`src/rtl/sram_ctrl_pkg.sv`:
```
// sram_ctrl_pkg: shared SRAM geometry defaults, clog2 helper and the in-flight read record.
//   DEF_RAM_WIDTH / DEF_RAM_DEPTH / DEF_ADDR_SIZE : defaults shared with the SRAM instantiation
//   clog2()                                       : ceiling log2, minimum result 1
//   inflight_t                                    : {valid, id} of a read issued last cycle
package sram_ctrl_pkg;

    localparam int DEF_RAM_WIDTH = 8;
    localparam int DEF_RAM_DEPTH = 64;
    localparam int DEF_ADDR_SIZE = 8;
    // Wide enough for up to 8 requesters.
    localparam int MAX_ID_W      = 3;

    function automatic int clog2(input int v);
        int r;
        r = 1;
        while ((1 << r) < v) r++;
        return r;
    endfunction

    typedef struct packed {
        logic                valid;
        logic [MAX_ID_W-1:0] id;
    } inflight_t;

endpackage

```
`src/rtl/sram_port_arbiter_rr_pick.sv`:
```
// rr_pick: round-robin finder returning the first unmasked request at or after ptr.
//   req   : request vector
//   ptr   : search start index (wraps modulo N)
//   mask  : bits set here are ignored
//   found : at least one unmasked request exists
//   idx   : index of the first unmasked request at or after ptr
module rr_pick #(
    parameter int N  = 4,
    parameter int IW = 2
) (
    input  logic [N-1:0]  req,
    input  logic [IW-1:0] ptr,
    input  logic [N-1:0]  mask,
    output logic          found,
    output logic [IW-1:0] idx
);

    // Scan from the farthest offset down so the nearest candidate is written last and wins.
    always_comb begin
        found = 1'b0;
        idx   = '0;
        for (int k = N - 1; k >= 0; k--) begin
            if (req[(int'(ptr) + k) % N] && !mask[(int'(ptr) + k) % N]) begin
                found = 1'b1;
                idx   = IW'((int'(ptr) + k) % N);
            end
        end
    end

endmodule

```
`src/rtl/sram_port_arbiter.sv`:
```
// sram_port_arbiter: round-robin sharing of a dual-port SRAM among NUM_REQ requesters.
//   clk, reset                         : clock and synchronous active-high reset
//   req_valid/write/addr/wdata         : per-requester requests (addr/wdata flattened, slice i)
//   req_ready                          : combinational grant
//   rsp_valid, rsp_port                : read-data strobe and which bus carries it (0 = A, 1 = B)
//   rsp_rdata, rsp_rdata_b             : read data from port A and port B
//   sram_rwenable/addr/data_A/B, sram_q_A/B : SRAM port interface
//   conflict_cnt                       : deferred-hazard counter, built only when
//                                        SRAM_ARB_CONFLICT_CNT_EN is defined, otherwise 0
module sram_port_arbiter
    import sram_ctrl_pkg::*;
#(
    parameter int NUM_REQ   = 4,
    parameter int RAM_WIDTH = DEF_RAM_WIDTH,
    parameter int RAM_DEPTH = DEF_RAM_DEPTH,
    parameter int ADDR_SIZE = DEF_ADDR_SIZE,
    parameter int ID_W      = clog2(NUM_REQ)
) (
    input  logic                           clk,
    input  logic                           reset,
    input  logic [NUM_REQ-1:0]             req_valid,
    input  logic [NUM_REQ-1:0]             req_write,
    input  logic [NUM_REQ*ADDR_SIZE-1:0]   req_addr,
    input  logic [NUM_REQ*RAM_WIDTH-1:0]   req_wdata,
    output logic [NUM_REQ-1:0]             req_ready,
    output logic [NUM_REQ-1:0]             rsp_valid,
    output logic [RAM_WIDTH-1:0]           rsp_rdata,
    output logic [RAM_WIDTH-1:0]           rsp_rdata_b,
    output logic [NUM_REQ-1:0]             rsp_port,
    output logic                           sram_rwenable_A,
    output logic                           sram_rwenable_B,
    output logic [ADDR_SIZE-1:0]           sram_addr_A,
    output logic [ADDR_SIZE-1:0]           sram_addr_B,
    output logic [RAM_WIDTH-1:0]           sram_data_A,
    output logic [RAM_WIDTH-1:0]           sram_data_B,
    input  logic [RAM_WIDTH-1:0]           sram_q_A,
    input  logic [RAM_WIDTH-1:0]           sram_q_B,
    output logic [15:0]                    conflict_cnt
);

    localparam logic [ADDR_SIZE:0] DEPTH = (ADDR_SIZE + 1)'(RAM_DEPTH);

    logic [ADDR_SIZE-1:0] addr  [NUM_REQ];
    logic [RAM_WIDTH-1:0] wdata [NUM_REQ];
    logic [ID_W-1:0]      ptr, a_idx, b_idx, last_idx;
    logic [NUM_REQ-1:0]   a_mask;
    logic                 a_found, b_found, b_hazard, a_go, b_go, a_oor, b_oor;
    logic                 oor_q_a, oor_q_b;
    inflight_t            fl_a, fl_b;

    for (genvar i = 0; i < NUM_REQ; i++) begin : g_unpack
        assign addr[i]  = req_addr[i*ADDR_SIZE +: ADDR_SIZE];
        assign wdata[i] = req_wdata[i*RAM_WIDTH +: RAM_WIDTH];
    end

    rr_pick #(.N(NUM_REQ), .IW(ID_W)) u_pick_a (
        .req   (req_valid),
        .ptr   (ptr),
        .mask  ('0),
        .found (a_found),
        .idx   (a_idx)
    );

    assign a_mask = NUM_REQ'(1) << a_idx;

    rr_pick #(.N(NUM_REQ), .IW(ID_W)) u_pick_b (
        .req   (req_valid),
        .ptr   (ptr),
        .mask  (a_mask),
        .found (b_found),
        .idx   (b_idx)
    );

    // Same address with any write on either side defers B; two reads may share an address.
    assign b_hazard = a_found && b_found && (addr[a_idx] == addr[b_idx])
                    && (req_write[a_idx] || req_write[b_idx]);
    // Grants are suppressed while reset is high so nothing reaches the SRAM during reset.
    assign a_go     = a_found && !reset;
    assign b_go     = b_found && !b_hazard && !reset;
    assign a_oor    = {1'b0, addr[a_idx]} >= DEPTH;
    assign b_oor    = {1'b0, addr[b_idx]} >= DEPTH;
    assign last_idx = b_go ? b_idx : a_idx;

    assign req_ready = (a_go ? a_mask : '0) | (b_go ? NUM_REQ'(1) << b_idx : '0);

    // Out-of-range writes are granted but never reach the array.
    assign sram_rwenable_A = a_go && req_write[a_idx] && !a_oor;
    assign sram_rwenable_B = b_go && req_write[b_idx] && !b_oor;
    assign sram_addr_A     = a_go ? addr[a_idx] : '0;
    assign sram_addr_B     = b_go ? addr[b_idx] : '0;
    assign sram_data_A     = a_go ? wdata[a_idx] : '0;
    assign sram_data_B     = b_go ? wdata[b_idx] : '0;

    always_ff @(posedge clk) begin
        if (reset) begin
            ptr     <= '0;
            fl_a    <= '0;
            fl_b    <= '0;
            oor_q_a <= 1'b0;
            oor_q_b <= 1'b0;
        end else begin
            if (a_go)
                ptr <= (last_idx == ID_W'(NUM_REQ - 1)) ? '0 : last_idx + 1'b1;
            fl_a    <= '{valid: a_go && !req_write[a_idx], id: MAX_ID_W'(a_idx)};
            fl_b    <= '{valid: b_go && !req_write[b_idx], id: MAX_ID_W'(b_idx)};
            oor_q_a <= a_oor;
            oor_q_b <= b_oor;
        end
    end

    // Responses already in flight when reset rises are dropped immediately.
    for (genvar i = 0; i < NUM_REQ; i++) begin : g_rsp
        assign rsp_valid[i] = !reset && ((fl_a.valid && fl_a.id == MAX_ID_W'(i))
                                      || (fl_b.valid && fl_b.id == MAX_ID_W'(i)));
        assign rsp_port[i]  = !reset && fl_b.valid && fl_b.id == MAX_ID_W'(i);
    end

    assign rsp_rdata   = oor_q_a ? '0 : sram_q_A;
    assign rsp_rdata_b = oor_q_b ? '0 : sram_q_B;

`ifdef SRAM_ARB_CONFLICT_CNT_EN
    always_ff @(posedge clk) begin
        if (reset)
            conflict_cnt <= '0;
        else if (b_hazard && conflict_cnt != 16'hFFFF)
            conflict_cnt <= conflict_cnt + 16'd1;
    end
`else
    assign conflict_cnt = '0;
`endif

endmodule

```
`config.mk`:
```
export PLATFORM = sky130hd
export DESIGN_NAME = sram_port_arbiter
export DESIGN_NICKNAME = d
export VERILOG_FILES = /design/src/rtl/sram_ctrl_pkg.sv /design/src/rtl/sram_port_arbiter_rr_pick.sv /design/src/rtl/sram_port_arbiter.sv
export SDC_FILE = /design/constraint.sdc
export NUM_CORES = 1
export LEC_CHECK = 0
export CORE_UTILIZATION = 36
export CTS_CLUSTER_DIAMETER = 30
export CTS_CLUSTER_SIZE = 10
export DETAILED_ROUTE_END_ITERATION = 8
export MAX_ROUTING_LAYER = met4
export PLACE_DENSITY = 0.82
export SYNTH_ARGS = -nofsm -noshare
export SYNTH_HDL_FRONTEND = slang
export SYNTH_SLANG_ARGS = --single-unit
```
`constraint.sdc`:
```
create_clock -name clk -period 6 [get_ports clk]
set_clock_uncertainty 0.2 [all_clocks]
set_input_delay 1.2 -clock clk [delete_from_list [all_inputs] [get_ports clk]]
set_output_delay 1.2 -clock clk [all_outputs]
set_load 0.005 [all_outputs]
```
==> flow_summary_export.csv, run 1 <==
group,metric,value,unit
critical_path,crit_chain,"clkdlybuf4s15_1 -> nor3b_1 -> o21ai_1 -> and3b_1 -> o21ai_2 -> buf_12 -> mux4_2 -> xnor2_2 -> nor4_2 -> a31o_1 -> buf_4 -> o32ai_1 -> clkdlybuf4s50_1",
floorplan,rows,29,
cts,cts-root-buf,"clkbuf_8",
timing,setup_viol,0,
critical_path,critPathRequiredTime,4.60,ns
cells_and_area,multi_input_area,2050,sq um
timing,fin_setup_tns,0,ns
cells_and_area,drive_above_1_share,22.6,%
cts,clock_latency,0.23,ns
routing,dr.first_iter.drc_count,104,
placement,gp_congestion,0.903,
timing,rsz0062_at_grt,"false",
logic_synthesis,avgSynthCellArea,8.78,sq um
timing,fin_crit,5.81,ns
global_routing,grt_pass1_wl,13.4,mm
power_and_ir_drop,power,0.785,mW
global_routing,grt-ovfl-total,0,
hold_path,hp-class,"reg -> reg",
cts,cts.path.max_buffers,2,
timing,worst_slew_pin_slew,0.852,ns
global_routing,antenna_found_initial,0,
timing,hold_viol,0,
power_and_ir_drop,leakage,1.70,nW
run_status,status,"complete, no violations",
cells_and_area,final_common_cell,"clkdlybuf4s50_1",
logic_synthesis,synth-edff-count,0,
cells_and_area,areaGrowthSynthToFinish,77.1,%
logic_synthesis,synth_cell_types,60,
placement,hpwlAfterDp,6.79,mm
cts,h-tree-depth,1,
cells_and_area,final_cell_mix,"147 x clkdlybuf4s50_1, 36 x buf_4, 22 x and2_1, 21 x nor2b_1",
routing,drc,0,
run,drv_cap,0,
cells_and_area,seq_area,200,sq um
cells_and_area,diodes,0,
critical_path,critPathCaptureType,"primary output",
floorplan,dieArea,7010,sq um
logic_synthesis,ys_seq_elements,10,
floorplan,die_h,83.8,um
floorplan,pin_count,168,
routing,ant_nets,0,
logic_synthesis,synthFlopType,"dfxtp_1",
critical_path,path_buf_inv,4,
timing,max_freq,172,MHz
power_and_ir_drop,p_per_area,184,nW/um^2
critical_path,critPathMaxStageDelay,0.55,ns
timing,period_share,96.8,%
timing,maxSlewHeadroom,43.1,%
power_and_ir_drop,peakVddDrop,0.000108,V
cts,clk_pin_slew,0.05,ns
cts,cts_tree,"yes",
routing,vias_per_cell,5.29,
logic_synthesis,synth_warnings,0,
logic_synthesis,ys_seq_area_share,8.32,%
cts,cts_sinks,10,
global_routing,grt_pass1_vias,2701,
critical_path,crit_family,"buffers and inverters",
logic_synthesis,syn_inst,274,
placement,portBuffers,151,
cells_and_area,nFillCells,540,
critical_path,cp_max_fo,8,
routing,drtPass1Iterations,4,
floorplan,core_area,6390,sq um
timing,slew_violations,0,
logic_synthesis,ys_async_sr_fraction,0,%
cts,numCtsBuffers,3,
routing,routedWlPerCell,15.7,um
critical_path,arrival,4.41,ns
global_routing,grt_usage,23.6,%
cts,holdBufCountCts,0,
routing,routed_wl,8.22,mm
floorplan,die_w,83.8,um
logic_synthesis,synth_area,2410,sq um
routing,num_vias,2774,
critical_path,startpoint_type,"primary input",
global_routing,grt_max_degree,17,
critical_path,critPathSlowestCell,"clkdlybuf4s50_1",
cells_and_area,layout.nets,538,
floorplan,initial_core_util,37.7,%
critical_path,path_class,"in -> out",
## cells in the mapped netlist, types with 3 or more instances
cell type | instances | share of area [%]
o32ai_1 | 5 | 1.8
nand2_1 | 11 | 1.7
mux2i_1 | 22 | 9.2
a21oi_1 | 9 | 1.9
o21ai_0 | 4 | 0.83
nor3_1 | 7 | 1.5
mux2_2 | 7 | 3.3
nor2_1 | 20 | 3.1
and3_1 | 4 | 1.0
nand2b_1 | 7 | 1.8
buf_2 | 4 | 0.83
mux4_2 | 20 | 19
clkbuf_1 | 5 | 0.78
xnor2_1 | 7 | 2.5
nor3b_1 | 3 | 0.94
nor2b_1 | 21 | 5.5
inv_1 | 6 | 0.94
and2_1 | 22 | 5.7
o21bai_1 | 3 | 0.94
a211o_1 | 6 | 2.2
buf_6 | 4 | 1.9
buf_4 | 20 | 6.2
dfxtp_1 | 10 | 8.3
## area by class of cell
class | instances | share of cell area (%)
multi-input cells | 236 | 48.1
repair buffers | 190 | 43.0
flip-flops and latches | 10 | 4.70
well taps | 77 | 2.26
clock buffers | 4 | 1.29
inverters | 7 | 0.617
## repair_timing
action | in CTS | in global routing
pin swaps | 1 | 1
setup endpoints to repair | 21 | 21
setup buffers | 1 | 0
resized for setup | 5 | 16
gates cloned | 0 | 0
## worst reg2reg max path: cells and delay by family (launching register included)
family,cells,cell delay (ns)
buffers and inverters,4,0.72
and+or+nand+nor,5,1.27
AOI/OAI and AO/OA,4,0.61
DFF,1,0.51
## per-layer routing
layer,share of wire [%],GRT usage (%),vias up
met4,1.2,5.24,0
met3,4.8,2.57,8
met2,51,41.4,113
met1,43,29.3,1324
met5,0,-,-
li1,-,-,1329
## kinds of logic (layout without fill, tap and decap cells)
logic type	count (synthesis)	count (layout)	synth area share (%)
buffers and inverters	43	201	11.8
muxes	50	50	32.2
AOI/OAI and AO/OA	49	49	16.0
xor gates and xnor gates	7	7	2.55
and+or+nand+nor	113	113	28.5
DFF	10	10	8.32
adders and majority gates	1	1	0.468
other	1	16	0.156
## state kept, by name, indices dropped and copies added (netlist names)
register and cells:
fl_a 3, oor_q_b 1, oor_q_a 1, fl_b 3
ptr 2
## worst paths after layout
check                                   from           end  slack, ns  depth (start not counted)
worst max-delay path            req_valid[2]  req_ready[0]       0.19                         13
worst min-delay path                  ptr[0]        ptr[0]       0.52                          2
worst max register to register        ptr[0]        ptr[1]       2.57                         13
worst min register to register        ptr[0]        ptr[0]       0.52                          2
## where the power goes
part	switching (mW)	leakage, nW	internal (mW)
Combinational	0.243	1.59	0.366
Clock	0.0251	0.0288	0.0576
Sequential	0.0160	0.0834	0.0768
Total	0.284	1.70	0.500
## metrics by stage
stage	area [sq um]	setup slack, ns	std cells	hold WS, ns	utilization [%]
floorplan	2460	0.943	289	0.400	-
global placement	4150	-0.0994	519	0.450	65.0
detailed placement	4150	-0.163	519	0.482	65.0
CTS	4210	0.0914	524	0.511	66.0
global route	4260	0.0223	524	0.587	66.7
finish	4260	0.191	524	0.523	66.7
Power figures use the tool's default switching activity.
==> run 2: changes to the inputs <==
--- a/config.mk
+++ b/config.mk
@@ -14,3 +14,4 @@
 export SYNTH_ARGS = -nofsm -noshare
 export SYNTH_HDL_FRONTEND = slang
 export SYNTH_SLANG_ARGS = --single-unit
+export TNS_END_PERCENT = 50
==> results of run 2 <==
The final DEF is identical to that of run 1; final timing and power are the same.
